<file path="src/rtl/hazard_pkg.sv">
// Shared definitions for the hazard / forwarding controller:
// forwarding-select encoding, flush FSM states, scoreboard entry field
// widths and the saturating-counter helper used by the optional
// performance counters.
package hazard_pkg;

    // Forwarding select value meaning "take the operand from the register file"
    localparam int FWD_RF = 0;

    // Scoreboard entry field widths (address width is a module parameter)
    localparam int ENTRY_VLD_W  = 1;
    localparam int ENTRY_LOAD_W = 1;

    // Flush slot counter width; FLUSH_SLOTS is limited to 1..7
    localparam int FLUSH_CNT_W = 3;

    // Flush sequencing states
    typedef enum logic [0:0] {
        ST_RUN   = 1'b0,
        ST_FLUSH = 1'b1
    } fsm_state_e;

    // 32-bit counter step that sticks at all-ones instead of wrapping
    function automatic logic [31:0] sat_inc32(input logic [31:0] cur, input logic en);
        logic [31:0] res;
        if (en && (cur != 32'hFFFF_FFFF)) begin
            res = cur + 32'd1;
        end else begin
            res = cur;
        end
        return res;
    endfunction

endpackage

</file>
<file path="src/rtl/hazard_scoreboard.sv">
// In-flight destination tracker: a DEPTH-entry shift register of
// {vld, waddr, is_load} fed from ID, plus a per-operand priority match
// that reports the youngest stage holding the requested register.
module hazard_scoreboard
    import hazard_pkg::*;
#(
    parameter  int RADDR = 5,
    parameter  int DEPTH = 3,
    localparam int FW    = $clog2(DEPTH + 1)
) (
    input  logic             clk,
    input  logic             rst_n,
    input  logic             shift_vld,
    input  logic [RADDR-1:0] shift_waddr,
    input  logic             shift_is_load,
    input  logic [RADDR-1:0] rs,
    input  logic [RADDR-1:0] rt,
    input  logic             uses_rs,
    input  logic             uses_rt,
    output logic [FW-1:0]    hit_a,
    output logic             hit_a_is_load,
    output logic [FW-1:0]    hit_b,
    output logic             hit_b_is_load
);

    logic             vld_r   [1:DEPTH];
    logic [RADDR-1:0] waddr_r [1:DEPTH];
    logic             load_r  [1:DEPTH];

    logic [FW-1:0]    hit_a_s;
    logic             hit_a_ld_s;
    logic [FW-1:0]    hit_b_s;
    logic             hit_b_ld_s;

    // Advance every entry one stage; stage 1 takes the ID fields or a bubble
    always_ff @(posedge clk or negedge rst_n) begin
        if (!rst_n) begin
            for (int k = 1; k <= DEPTH; k++) begin
                vld_r[k]   <= 1'b0;
                waddr_r[k] <= '0;
                load_r[k]  <= 1'b0;
            end
        end else begin
            vld_r[1]   <= shift_vld;
            waddr_r[1] <= shift_waddr;
            load_r[1]  <= shift_is_load;
            for (int k = 2; k <= DEPTH; k++) begin
                vld_r[k]   <= vld_r[k-1];
                waddr_r[k] <= waddr_r[k-1];
                load_r[k]  <= load_r[k-1];
            end
        end
    end

    // Priority match: scan oldest to youngest so the lowest stage index wins
    always_comb begin
        hit_a_s    = FW'(FWD_RF);
        hit_a_ld_s = 1'b0;
        hit_b_s    = FW'(FWD_RF);
        hit_b_ld_s = 1'b0;
        for (int k = DEPTH; k >= 1; k--) begin
            if (uses_rs && vld_r[k] && (waddr_r[k] == rs)) begin
                hit_a_s    = FW'(k);
                hit_a_ld_s = load_r[k];
            end else begin
                hit_a_s    = hit_a_s;
                hit_a_ld_s = hit_a_ld_s;
            end
            if (uses_rt && vld_r[k] && (waddr_r[k] == rt)) begin
                hit_b_s    = FW'(k);
                hit_b_ld_s = load_r[k];
            end else begin
                hit_b_s    = hit_b_s;
                hit_b_ld_s = hit_b_ld_s;
            end
        end
    end

    assign hit_a         = hit_a_s;
    assign hit_a_is_load = hit_a_ld_s;
    assign hit_b         = hit_b_s;
    assign hit_b_is_load = hit_b_ld_s;

endmodule

</file>
<file path="src/rtl/hazard_fwd_unit.sv">
// Hazard, forwarding and flush controller for the MIPS150 pipeline.
// Sits between ID and the datapath operand muxes: picks forwarding
// sources, raises load-use stalls and sequences the branch/jump flush.
// Optional build macro HAZ_PERF_CNT_EN adds saturating stall_cnt and
// flush_cnt outputs; without it those ports do not exist.
module hazard_fwd_unit
    import hazard_pkg::*;
#(
    parameter  int RADDR       = 5,
    parameter  int DEPTH       = 3,
    parameter  int LOAD_LAT    = 1,
    parameter  int FLUSH_SLOTS = 1,
    localparam int FW          = $clog2(DEPTH + 1)
) (
    input  logic             clk,
    input  logic             rst_n,
    input  logic             id_valid,
    input  logic [RADDR-1:0] id_rs,
    input  logic [RADDR-1:0] id_rt,
    input  logic             id_uses_rs,
    input  logic             id_uses_rt,
    input  logic             id_wr_en,
    input  logic [RADDR-1:0] id_wr_addr,
    input  logic             id_is_load,
    input  logic             redirect,
    output logic             issue,
    output logic             stall,
    output logic             flush,
    output logic [FW-1:0]    fwd_a_sel,
    output logic [FW-1:0]    fwd_b_sel
`ifdef HAZ_PERF_CNT_EN
    ,
    output logic [31:0]      stall_cnt,
    output logic [31:0]      flush_cnt
`endif
);

    // A load result is usable only from this stage index upward
    localparam logic [FW:0]            LU_LIMIT   = (FW + 1)'(1 + LOAD_LAT);
    localparam logic [FLUSH_CNT_W-1:0] CNT_RELOAD = FLUSH_CNT_W'(FLUSH_SLOTS - 1);

    fsm_state_e             state_r;
    fsm_state_e             state_nxt_s;
    logic [FLUSH_CNT_W-1:0] cnt_r;
    logic [FLUSH_CNT_W-1:0] cnt_nxt_s;

    logic [FW-1:0] hit_a_s;
    logic          hit_a_ld_s;
    logic [FW-1:0] hit_b_s;
    logic          hit_b_ld_s;

    logic          lu_a_s;
    logic          lu_b_s;
    logic          flushing_s;
    logic          stall_s;
    logic          issue_s;
    logic [FW-1:0] fwd_a_s;
    logic [FW-1:0] fwd_b_s;

    logic             shift_vld_s;
    logic [RADDR-1:0] shift_waddr_s;
    logic             shift_is_load_s;

    // Only issued instructions that really write a non-zero register are tracked
    assign shift_vld_s     = issue_s && id_wr_en && (id_wr_addr != '0);
    assign shift_waddr_s   = issue_s ? id_wr_addr : '0;
    assign shift_is_load_s = issue_s && id_is_load;

    hazard_scoreboard #(
        .RADDR (RADDR),
        .DEPTH (DEPTH)
    ) u_sb (
        .clk           (clk),
        .rst_n         (rst_n),
        .shift_vld     (shift_vld_s),
        .shift_waddr   (shift_waddr_s),
        .shift_is_load (shift_is_load_s),
        .rs            (id_rs),
        .rt            (id_rt),
        .uses_rs       (id_uses_rs),
        .uses_rt       (id_uses_rt),
        .hit_a         (hit_a_s),
        .hit_a_is_load (hit_a_ld_s),
        .hit_b         (hit_b_s),
        .hit_b_is_load (hit_b_ld_s)
    );

    // Hazard decode: load-use detection, stall, issue and forwarding selects
    always_comb begin
        lu_a_s     = hit_a_ld_s && ({1'b0, hit_a_s} < LU_LIMIT);
        lu_b_s     = hit_b_ld_s && ({1'b0, hit_b_s} < LU_LIMIT);
        flushing_s = redirect || (state_r == ST_FLUSH);
        stall_s    = id_valid && (lu_a_s || lu_b_s) && !flushing_s;
        issue_s    = id_valid && !stall_s && !redirect && (state_r == ST_RUN);
        if (id_valid && !lu_a_s) begin
            fwd_a_s = hit_a_s;
        end else begin
            fwd_a_s = FW'(FWD_RF);
        end
        if (id_valid && !lu_b_s) begin
            fwd_b_s = hit_b_s;
        end else begin
            fwd_b_s = FW'(FWD_RF);
        end
    end

    // Flush FSM state and slot counter
    always_ff @(posedge clk or negedge rst_n) begin
        if (!rst_n) begin
            state_r <= ST_RUN;
            cnt_r   <= '0;
        end else begin
            state_r <= state_nxt_s;
            cnt_r   <= cnt_nxt_s;
        end
    end

    // Flush FSM next state: a redirect always (re)starts the slot count
    always_comb begin
        state_nxt_s = state_r;
        cnt_nxt_s   = cnt_r;
        case (state_r)
            ST_RUN: begin
                if (redirect) begin
                    state_nxt_s = ST_FLUSH;
                    cnt_nxt_s   = CNT_RELOAD;
                end else begin
                    state_nxt_s = ST_RUN;
                end
            end
            ST_FLUSH: begin
                if (redirect) begin
                    cnt_nxt_s = CNT_RELOAD;
                end else if (cnt_r == '0) begin
                    state_nxt_s = ST_RUN;
                end else begin
                    cnt_nxt_s = cnt_r - FLUSH_CNT_W'(1);
                end
            end
            default: begin
                state_nxt_s = ST_RUN;
                cnt_nxt_s   = '0;
            end
        endcase
    end

    // Reset forces every control output low immediately, even mid-sequence
    assign issue     = rst_n && issue_s;
    assign stall     = rst_n && stall_s;
    assign flush     = rst_n && flushing_s;
    assign fwd_a_sel = rst_n ? fwd_a_s : FW'(FWD_RF);
    assign fwd_b_sel = rst_n ? fwd_b_s : FW'(FWD_RF);

`ifdef HAZ_PERF_CNT_EN
    logic [31:0] stall_cnt_r;
    logic [31:0] flush_cnt_r;

    // Saturating count of stall and flush cycles
    always_ff @(posedge clk or negedge rst_n) begin
        if (!rst_n) begin
            stall_cnt_r <= 32'd0;
            flush_cnt_r <= 32'd0;
        end else begin
            stall_cnt_r <= sat_inc32(stall_cnt_r, stall);
            flush_cnt_r <= sat_inc32(flush_cnt_r, flush);
        end
    end

    assign stall_cnt = stall_cnt_r;
    assign flush_cnt = flush_cnt_r;
`endif

endmodule

</file>
<file path="config.mk">
export PLATFORM = sky130hd
export DESIGN_NAME = hazard_fwd_unit
export DESIGN_NICKNAME = d
export VERILOG_FILES = /design/src/rtl/hazard_pkg.sv /design/src/rtl/hazard_scoreboard.sv /design/src/rtl/hazard_fwd_unit.sv
export SDC_FILE = /design/constraint.sdc
export NUM_CORES = 1
export LEC_CHECK = 0
export ABC_AREA = 1
export CAP_MARGIN = 20
export CORE_MARGIN = 3
export CORE_UTILIZATION = 54
export DETAILED_ROUTE_END_ITERATION = 7
export PLACE_DENSITY = 0.84
export REMOVE_ABC_BUFFERS = 1
export SLEW_MARGIN = 20
export SYNTH_ARGS = -nofsm -noshare
export SYNTH_HDL_FRONTEND = slang
export SYNTH_SLANG_ARGS = --single-unit
</file>
<file path="constraint.sdc">
create_clock -name clk -period 4.6 [get_ports clk]
set_input_delay 1.15 -clock clk [delete_from_list [all_inputs] [get_ports clk]]
set_output_delay 1.15 -clock clk [all_outputs]
set_load 0.01 [all_outputs]
</file>
=== After elaboration in Yosys (flattened, before gate mapping) ===
Index checks and enable logic that the tools add are counted.

* Output and inout bits: 7
* Input bits: 23
* Word-level logic and storage cells: 85
* Register bits after elaboration: 25

* Bitwise logic cells: 1
* Reductions and logical operators: 37
* Muxes and demuxes: 25
* Eq/ne operators: 8
* Magnitude comparators: 2
* Add/subtract/negate cells: 1

{| class="wikitable"
|+ Operators with widths
! operator !! number
|-
| equality test 5 bit || 6
|-
| logical AND 1 bit || 27
|-
| 2-to-1 mux 2 bit || 10
|-
| 2-to-1 mux 1 bit || 9
|-
| 2-to-1 mux 3 bit || 3
|-
| one-hot mux 3 bit (2 select lines) || 1
|-
| logical NOT 1 bit || 5
|-
| 2-to-1 mux 5 bit || 1
|-
| nonzero test 5 bit || 1
|-
| less-than comparator 2 bit, second input constant || 2
|-
| logical NOT 3 bit || 1
|-
| != test 3 bit, second input constant || 1
|-
| subtractor 3 x 1 -> 3 bit, second input constant || 1
|-
| logical OR 1 bit || 2
|-
| != test 2 bit, second input constant || 1
|-
| one-hot mux 1 bit (2 select lines) || 1
|-
| AND reduction 2 bit || 1
|-
| NOT 1 bit || 1
|}

=== Logic depth before layout (Yosys ltp) ===
* Word-level depth: 16
* Mapped depth: 11
* Depth with buffers taken out: 11

=== Modules after synthesis ===
From an unflattened synthesis, not the netlist that was laid out.

* Cells, all modules: 234
* Area total of the unflattened synthesis: 1586.5 µm²

{| class="wikitable"
|+ Modules (own cells, without submodules)
! module !! cells each !! seq. area each (µm²) !! area an instance (µm²) !! instances
|-
| hazard_scoreboard || 173 || 525.5 || 1224.9 || 1
|-
| hazard_fwd_unit || 61 || 100.1 || 361.6 || 1
|}

=== Worst setup path after synthesis ===
No wires, ideal clock.

* Path type: input port to output port
* Start point: in id_rt[4]
* End point: out issue
* Required time: 3.450 ns
* Slack: 1.409 ns
* Arrival: 2.041 ns
* Path buffers: 0
* Cell stages on the path: 9
* Path through: inv_1 nor2_1 nor2_1 nand3_2 nand3_1 nand2_1 nand2_2 nand3_4 nor2_1

* Word-level cells in the longest chain between the ends: 15
* Elaborated cells on any way between the ends: 22
* Those cells by class: order compare: 1; eq/ne: 3; mux: 6; reduce/logical: 12

{| class="wikitable"
|+ RTL lines
! item !! line !! RTL
|-
| start: declaration || hazard_fwd_unit.sv:19 || <nowiki>input logic [RADDR-1:0] id_rt,</nowiki>
|-
| equality test 5 bit || hazard_scoreboard.sv:69 || <nowiki>if (uses_rt && vld_r[k] && (waddr_r[k] == rt)) begin</nowiki>
|-
| logical AND 1 bit || hazard_scoreboard.sv:69 ||
|-
| 2-to-1 mux 2 bit (3 in a row) || hazard_scoreboard.sv:69 ||
|-
| less-than comparator 2 bit || hazard_fwd_unit.sv:91 || <nowiki>lu_b_s = hit_b_ld_s && ({1'b0, hit_b_s} < LU_LIMIT);</nowiki>
|-
| logical AND 1 bit (*) || hazard_fwd_unit.sv:91 ||
|-
| logical OR 1 bit (*) || hazard_fwd_unit.sv:93 || <nowiki>stall_s = id_valid && (lu_a_s || lu_b_s) && !flushing_s;</nowiki>
|-
| logical AND 1 bit (*) (2 in a row) || hazard_fwd_unit.sv:93 ||
|-
| logical NOT 1 bit (*) || hazard_fwd_unit.sv:94 || <nowiki>issue_s = id_valid && !stall_s && !redirect && (state_r == ST_RUN);</nowiki>
|-
| logical AND 1 bit (*) (3 in a row) || hazard_fwd_unit.sv:94 ||
|-
| logical AND 1 bit (*) || hazard_fwd_unit.sv:148 || <nowiki>assign issue = rst_n && issue_s;</nowiki>
|-
| end: declaration || hazard_fwd_unit.sv:26 || <nowiki>output logic issue,</nowiki>
|}

Mark *: on every way between the ends. The rest lies on a longest branch, timed or not.

=== Worst setup path after layout ===
* Start point: in id_rt[3]
* End point: out stall

* Word-level cells in the longest chain between the ends: 11
* Elaborated cells on any way between the ends: 18
* Those cells by class: order compare: 1; eq/ne: 3; mux: 6; reduce/logical: 8

{| class="wikitable"
|+ RTL lines
! item !! line !! RTL
|-
| equality test 5 bit || hazard_scoreboard.sv:69 ||
|-
| logical AND 1 bit || hazard_scoreboard.sv:69 ||
|-
| 2-to-1 mux 2 bit (3 in a row) || hazard_scoreboard.sv:69 ||
|-
| less-than comparator 2 bit || hazard_fwd_unit.sv:91 ||
|-
| logical AND 1 bit (*) || hazard_fwd_unit.sv:91 ||
|-
| logical OR 1 bit (*) || hazard_fwd_unit.sv:93 ||
|-
| logical AND 1 bit (*) (2 in a row) || hazard_fwd_unit.sv:93 ||
|-
| logical AND 1 bit (*) || hazard_fwd_unit.sv:149 || <nowiki>assign stall = rst_n && stall_s;</nowiki>
|-
| end: declaration || hazard_fwd_unit.sv:27 || <nowiki>output logic stall,</nowiki>
|}

Marks and branches as above.

==> qor.yml <==
worst_setup_path:
  crit_required_ns: 3.45
  r2r_slack_ns: 3.11
  endpoint: "stall"
  cp_max_fo: 4
  cp-startpoint: "id_rt[3]"
  r2r_cells: 11
  reg2reg_from: "u_sb.waddr_r[10]$_DFF_PN0_"
  critPathCaptureType: "output pin"
  critPathKind: "input port to output pin"
  cp-start-kind: "input port"
  worst_ep_arrival_time_ns: 3.18
  r2r-end: "u_sb.waddr_r[12]$_DFF_PN0_"
pwr:
  power_uw: 400.8
  power_density_nw_per_um2: 218.8
  p_leak_uw: 0.0009587
  ir_drop_mv: 0.2385
synth:
  synth.largest_area_cell: "dfrtp_1"
  synth.avg_cell_area_um2: 6.811
  synth_top_flop_cell: "dfrtp_1"
  synthArstFlopShare_pct: 100.0
  syn_area_um2: 1458
  synth_simple_gate_area_share_pct: 33.39
  synth_edf_count: 0
  ys_seq_area_share_pct: 42.92
  ys_warn_count: 0
  synth_area_leaders: "dfrtp_1 (43%), nand2_1 (18%), inv_1 (10%)"
  synthCells: 214
  synth_most_common_cell: "nand2_1"
  synth_common_cells: "nand2_1 (68), inv_1 (39), nor2_1 (31)"
  synth_top_family_by_area: "simple AND/OR/NAND/NOR gates"
  synth_xor_area_share_pct: 1.202
  synth_compound_area_share_pct: 9.957
  yosysUniqueCellTypes: 19
  yosys.area.top_type_share_pct: 42.92
  synthMuxAreaShare_pct: 0
  synth_seq_cells: 25
  synth-adder-area-share_pct: 1.717
sta:
  clock_skew_ns: 0.004818
  min_period_ns: 4.325
  setup_tns_ns: 0
  hold_violations: 0
  tightest_slew_ns: 0.3831
  slew_viol_final: 0
  whs_ns: 0.4000
  setup_viol: 0
  rsz0062_at_grt: "false"
  finalCritPeriodShare_pct: 94.03
  maxSlewHeadroom_pct: 74.19
  max_freq_ghz: 0.2312
finish:
  nNetsFinal: 275
  fin_area_um2: 1832
  layout-drive-gt1-share_pct: 5.622
  diodes: 0
  syn_to_final_growth_pct: 25.67
  layoutNonFillerInstCount: 279
global_routing:
  grt_pass1_vias: 1282
  antenna_found_initial: 0
  grt_pass1_wl_um: 5540
  overflow: 0
  grt_max_degree: 17
  track_usage_pct: 21.54
cts:
  clkTransAtPathRegs_ns: 0.14
  cts.htree.levels: 1
  cts_tree: "yes"
  postCtsHoldBufs: 0
  cts-resized-gates: 0
  cts_buffer_depth: 2
  root_buffer: "clkbuf_4"
  cts-buffers-inserted: 3
  post_cts_buffers: 0
  clock_sinks: 25
  clk_latency_ns: 0.32
job:
  drv_cap: 0
drt:
  wl_per_cell_um: 11.70
  drt-vias-per-instance: 5.118
  antenna_left: 0
  dr.pass1.iters: 5
  drt_first_iter_violations: 55
  routed_wirelength_um: 3264
  dr_total_vias: 1428
  drc: 0
hold_path:
  hp-class: "register to register"
  holdPathStages: 0
die:
  dieArea_um2: 3359
  fp.dieH_um: 57.96
  row_count: 18
  initial_core_util_pct: 57.79
  pin_count: 30
  core_area_um2: 2522
  fp.dieW_um: 57.96
placement:
  gp_congestion: 0.8963
  placed_area_um2: 1800
  dp_cells: 275
  port_buffers: 29
  place_hpwl_um: 2698
run_status:
  outcome: "completed"
area by class of cell:
class	count	area, um^2
Clock buffer	3	22.52
Clock inverter	1	8.758
Fill cell	216	690.7
Inverter	42	157.7
Multi-Input combinational cell	147	674.4
Sequential cell	25	625.6
Tap cell	30	37.54
Timing Repair Buffer	31	305.3
kinds of logic after synthesis:
group,Yosys count
AND/OR/NAND/NOR,117
buffers and inverters,42
AO/OA/AOI/OAI,26
flip-flops,25
XOR/XNOR,2
adder cells (fa/ha/maj),2
registers in the layout, indices dropped and copies added (netlist names):
name	cells
cnt_r	3
u_sb.load_r	3
u_sb.vld_r	3
u_sb.waddr_r	15
state_r	1
placed cells by master (no fill, tap or decap):
cell type	count
ha_1	2
nand3_1	9
a21oi_1	11
o21ai_0	5
nor2_2	2
o22ai_1	8
clkdlybuf4s50_1	29
nand2_2	1
buf_4	2
inv_1	39
nor2_1	31
a211oi_1	1
inv_6	1
o211ai_1	1
nand3_4	1
inv_2	3
dfrtp_1	25
nand3_2	1
nor3_1	1
clkbuf_4	3
nand4_1	3
xor2_1	2
nand2_1	68
power breakdown:
| group | internal [uW] | switching, uW | leakage (uW) |
|---|---|---|---|
| Sequential | 225 | 4.69 | 0.000342 |
| Combinational | 31.8 | 35.1 | 0.000599 |
| Clock | 35.4 | 68.9 | 0.0000183 |
| Total | 292 | 109 | 0.000959 |
per-stage QoR:
step	worst slack (ns)	util, %
floorplan	1.409	-
global placement	0.2661	71.38
detailed placement	0.2654	71.38
CTS	0.2570	72.62
global route	0.04146	72.62
finish	0.2748	72.62
worst min path at each step:
stage / startpoint / end / slack, ns
6_report: u_sb.load_r[1]$_DFF_PN0_ / u_sb.load_r[0]$_DFF_PN0_ / 0.40
4_1_cts: u_sb.load_r[1]$_DFF_PN0_ / u_sb.load_r[0]$_DFF_PN0_ / 0.40
3_3_place_gp: u_sb.load_r[1]$_DFF_PN0_ / u_sb.load_r[0]$_DFF_PN0_ / 0.36
5_1_grt: u_sb.vld_r[1]$_DFF_PN0_ / u_sb.vld_r[0]$_DFF_PN0_ / 0.43
2_1_floorplan: u_sb.load_r[1]$_DFF_PN0_ / u_sb.load_r[0]$_DFF_PN0_ / 0.35
3_5_place_dp: u_sb.load_r[1]$_DFF_PN0_ / u_sb.load_r[0]$_DFF_PN0_ / 0.38
layer usage:
layer,share of wire [%],vias up,global-route usage [%]
met3,6.0,10,5.122
met1,46,641,28.63
met4,2.3,0,6.291
met5,0,-,0
met2,46,45,35.00
li1,-,732,-
critical path, stage by stage:
cell and delay, ns:
clkdlybuf4s50_1 0.53, inv_1 0.10, nand2_1 0.09, o21ai_0 0.08, nor2_1 0.09, nand2_1 0.06, nor2_1 0.16, nor2_1 0.07
nand2_1 0.07, nand2_2 0.09, a21oi_1 0.14, clkdlybuf4s50_1 0.55
(Power assumes the default switching activity.)
